--- src/rtl/serial_adder_pkg.sv ---
// serial_adder_pkg: shared FSM states, default width and counter sizing for serial_adder.
package serial_adder_pkg;
    typedef enum logic [1:0] {IDLE, SHIFT, DONE} state_t;
    localparam int SERIAL_ADDER_WIDTH_DEFAULT = 8;
    function automatic int cnt_width(input int w);
        return $clog2(w);
    endfunction
endpackage

--- src/rtl/FullAdder.sv ---
// FullAdder: the lab's one-bit full-adder cell, used as the bit-slice of serial_adder.
module FullAdder (
    input  logic A,
    input  logic B,
    input  logic Cin,
    output logic S,
    output logic Cout
);
    assign S    = A ^ B ^ Cin;
    assign Cout = (A & B) | (Cin & (A ^ B));
endmodule

--- src/rtl/serial_adder.sv ---
// serial_adder: bit-serial WIDTH-bit adder, LSB first, through one FullAdder with a carry loop.
// Define SERIAL_ADDER_OVF_EN to add the registered signed-overflow output Ovf.
module serial_adder
    import serial_adder_pkg::*;
#(
    parameter int WIDTH = SERIAL_ADDER_WIDTH_DEFAULT
) (
    input  logic             Clk,
    input  logic             Rst,
    input  logic             Start,
    input  logic [WIDTH-1:0] A,
    input  logic [WIDTH-1:0] B,
    input  logic             Cin,
    output logic             Busy,
    output logic             Done,
    output logic [WIDTH-1:0] Sum,
`ifdef SERIAL_ADDER_OVF_EN
    output logic             Cout,
    output logic             Ovf
`else
    output logic             Cout
`endif
);
    localparam int CW = cnt_width(WIDTH);

    state_t           r_state, w_state_nxt;
    logic [WIDTH-1:0] r_a_sr, r_b_sr, r_sum_sr;
    logic [CW-1:0]    r_cnt;
    logic             r_carry;
    logic             w_s, w_cout, w_accept, w_last;

    FullAdder u_fa (
        .A    (r_a_sr[0]),
        .B    (r_b_sr[0]),
        .Cin  (r_carry),
        .S    (w_s),
        .Cout (w_cout)
    );

    assign w_accept = Start && (r_state != SHIFT);
    assign w_last   = (r_state == SHIFT) && (r_cnt == CW'(WIDTH - 1));
    assign Busy     = (r_state == SHIFT);
    assign Done     = (r_state == DONE);

    always_comb begin
        w_state_nxt = r_state;
        if (w_accept)
            w_state_nxt = SHIFT;
        else if (w_last)
            w_state_nxt = DONE;
        else if (r_state == DONE)
            w_state_nxt = IDLE;
    end

    always_ff @(posedge Clk) begin
        if (Rst) begin
            r_state  <= IDLE;
            r_a_sr   <= '0;
            r_b_sr   <= '0;
            r_sum_sr <= '0;
            r_cnt    <= '0;
            r_carry  <= 1'b0;
            Sum      <= '0;
            Cout     <= 1'b0;
`ifdef SERIAL_ADDER_OVF_EN
            Ovf      <= 1'b0;
`endif
        end else begin
            r_state <= w_state_nxt;
            if (w_accept) begin
                r_a_sr  <= A;
                r_b_sr  <= B;
                r_carry <= Cin;
                r_cnt   <= '0;
            end else if (r_state == SHIFT) begin
                r_a_sr   <= r_a_sr >> 1;
                r_b_sr   <= r_b_sr >> 1;
                r_sum_sr <= {w_s, r_sum_sr[WIDTH-1:1]};
                r_carry  <= w_cout;
                r_cnt    <= r_cnt + 1'b1;
            end
            // Outputs only update on completion so partial sums never leak out
            if (w_last) begin
                Sum  <= {w_s, r_sum_sr[WIDTH-1:1]};
                Cout <= w_cout;
`ifdef SERIAL_ADDER_OVF_EN
                Ovf  <= r_carry ^ w_cout;
`endif
            end
        end
    end
endmodule

--- config.mk ---
export PLATFORM = sky130hd
export DESIGN_NAME = serial_adder
export DESIGN_NICKNAME = d
export VERILOG_FILES = /design/src/rtl/serial_adder_pkg.sv /design/src/rtl/FullAdder.sv /design/src/rtl/serial_adder.sv
export SDC_FILE = /design/constraint.sdc
export NUM_CORES = 1
export LEC_CHECK = 0
export ABC_AREA = 1
export BUFFER_PORTS_ARGS = -buffer_cell sky130_fd_sc_hd__buf_2
export CORE_ASPECT_RATIO = 0.9
export CORE_MARGIN = 4
export CORE_UTILIZATION = 48
export CTS_CLUSTER_DIAMETER = 40
export DETAILED_ROUTE_END_ITERATION = 7
export PLACE_DENSITY = 0.73
export SETUP_SLACK_MARGIN = 0.15
export SYNTH_ARGS = -nofsm -noshare
export SYNTH_HDL_FRONTEND = slang
export SYNTH_SLANG_ARGS = --single-unit
--- constraint.sdc ---
create_clock -name Clk -period 1.2 [get_ports Clk]
set_input_delay 0.3 -clock Clk [delete_from_list [all_inputs] [get_ports Clk]]
set_output_delay 0.3 -clock Clk [all_outputs]
set_load 0.02 [all_outputs]
==> results.md <==
- Area Growth Syn to Fin: 52.7%
- H-tree depth: 2
- Height of the die: approximately 63 um
- Static leakage: about 1.2 nW
- Synth Instances: 220
- Total power: 2.65 mW
- Max-cap violation count: 0
- Syn Std Cell Area: between 0.0015 and 0.002 mm^2
- Clock sink total: 38
- Final min period: between 1 and 1.5 ns
- Via count: 1642
- Failing checks: setup timing
- Net switching power: between 0.7 and 0.8 mW
- GRT overflow: 0
- Critical Path RT: approximately 1.4 ns
- DR DRC count: 0
- # hold bufs at CTS: 0
- Period utilization: 103%
- DIE AREA: roughly 0.0044 mm^2
- Worst Hold Class: in -> reg
- F_max: just over 800 MHz
- Final Slew Violations: 0
- Final setup margin: -0.0391 ns
- Synth Register Bits: 38
- VDD IR max: between 700 and 800 uV
- Post-route ant nets: 0
- Register area share after synthesis: between 40% and 50%
- Worst-Margin Slew: about 0.24 ns
- Final hold violation count: 0
- GR Util All Layers: 19.7%
- ANT cells: 0
- DR iter-0 viols: 97
- Setup TNS: -0.0925 ns
- Synth warn: 0
- Via-to-Cell Ratio: 5.21
- DRT Pass-1 Iters: 4
- Drt wl/cell: approximately 14 um
- CTS tree: yes
- Met1 WL: 1880 um
- Final HPWL DP: between 2000 and 2500 um
- Hold path depth: 3
- Max clock buf depth: 2
- Nets: slightly below 300
- Syn_area_per_cell: 7.36 um^2
- RD Place Congestion: 0.764
- Final wirelength: approximately 4400 um
- Initial antenna violation count: 0
- Met3 WL: 218 um
- Class of the most critical setup path: reg -> reg
- Most common cell after layout, fill and taps aside: nand3_1
- Port-buffer cells: 30
- WP data arrival: ~1.4 ns
- # setup viols final: 6
- Sw Share: between 20% and 30%
- CTS Root Cell: clkbuf_8
- Clk pin slew, worst setup/hold paths: 0.07 ns
- Library cells used by synthesis: 20
- IO Pins: 31
- R2R depth: 9
- Clock buffer count from CTS: 5
- DIE WIDTH: 69.2 um
- Crit. End Element: register
- Setup crit start kind: register
- Worst-Skew Late Latency: approximately 0.3 ns
- CORE AREA: 0.00314 mm^2
- RSZ-0062 raised after global routing: true
- Met2 WL: 2250 um
- Clk_skew: 0.00937 ns
- Commonest cells after routing, fill and taps aside: nand3_1 (38), nand2_1 (34), dfxtp_1 (22), buf_2 (19), buf_4 (18)
- Share of layout cells above drive strength 1: a little under half
- Logic pwr share: 17.0%
- Top sig layer: met4
- Initial Utilization: ~52%
- Vias in the first global route: between 1000 and 1500
- Maximum number of pins on one net before global-route repair: 31
- Global-route wire length before repair: approximately 7000 um
- PwrDens: 1070 mW/mm^2
- Status: finished, violations left
- Row Count: 19
- Power share of the clock group: about a third
- Syn Nets: 243
- Int Power: ~1.9 mW
- Seq pwr share: ~52%
- Worst slew margin: 83.9%
- Crit-path max FO: 7
==> final cells by class <==
class                      instances  area (um^2)
clock inverter                     2         10.0
fill                             217          666
multi-input combinational        152          937
clock buffer                       5         68.8
tap                               42         52.6
sequential                        38          788
inverter                          20         80.1
timing repair buffer              56          536
==> what timing repair did <==
item                       CTS  global route
gates cloned                 2             3
gates resized for setup     81            16
setup endpoints to repair   47            49
pin swaps                   19             9
buffers inserted             7             4
==> stage by stage <==
stage | hold slack (ns) | cell area, um^2 | std cells | setup WS (ns) | util, %
after floorplan | 0.439 | 1650 | 220 | 0.136 | -
after global placement | 0.446 | 1910 | 292 | 0.0672 | 60.8
after detailed placement | 0.451 | 1910 | 292 | 0.0196 | 60.8
after CTS | 0.278 | 2330 | 308 | -0.0364 | 74.2
after global routing | 0.284 | 2470 | 315 | -0.117 | 78.8
final | 0.285 | 2470 | 315 | -0.0391 | 78.8
==> per-layer routing <==
metal | global-route usage [%] | up-vias
met5 | 0 | -
met4 | 5.61 | 0
met3 | 6.36 | 8
met2 | 33.1 | 42
met1 | 24.0 | 776
li1 | - | 816
==> cells by family after synthesis <==
group                      Yosys count  share of synthesized area (%)
AOI/OAI and AO/OA                   23                           7.26
buffers and inverters               32                           9.35
and+or+nand+nor                    123                           33.1
DFF                                 38                           47.0
xor gates and xnor gates             1                          0.541
adders and majority gates            3                           2.78
==> cells in the mapped netlist <==
library cell / instances / area [um^2]
inv_1: 18 / 67.6
nand3_1: 47 / 235
nor2_2: 1 / 6.26
xor2_1: 1 / 8.76
nor2_4: 1 / 11.3
buf_4: 3 / 22.5
o21ai_0: 11 / 55.1
buf_2: 4 / 20.0
fa_1: 1 / 20.0
inv_2: 2 / 7.51
ha_1: 2 / 25.0
a211oi_1: 1 / 7.51
dfxtp_1: 38 / 761
nand2_1: 50 / 188
buf_1: 2 / 7.51
buf_6: 2 / 22.5
clkbuf_1: 1 / 3.75
nand2_2: 2 / 12.5
a21oi_1: 11 / 55.1
nor2_1: 22 / 82.6
==> worst max-delay path, cell delays in order (launching register included) <==
cell	delay, ns
dfxtp_4	0.37
inv_4	0.06
nor2_4	0.03
buf_4	0.13
buf_12	0.14
buf_12	0.13
nand2_2	0.07
nand3_2	0.09
nand2_1	0.08
inv_1	0.04
==> flip-flops by register name, indices dropped and copies added (netlist names) <==
name and cells:
r_state 2, Sum 8, r_sum_sr 7, r_cnt 3, r_b_sr 8, r_carry 1
Cout 1, r_a_sr 8
==> worst paths after layout <==
kind	start	endpoint	slack, ns
worst max-delay path	r_state[0]	r_b_sr[1]	-0.04
worst min-delay path	B[7]	r_b_sr[7]	0.28
worst max register to register	r_state[0]	r_b_sr[1]	-0.04
worst min register to register	Sum[3]	Sum[3]	0.47
==> power groups by stage <==
stage	registers [mW]	clock network [mW]	logic, mW
floorplan	1.38	0	0.203
global placement	1.38	0	0.306
detailed placement	1.39	0	0.310
CTS	1.36	0.835	0.399
global route	1.37	0.900	0.490
finish	1.36	0.833	0.449
Power figures use the tool's default switching activity.
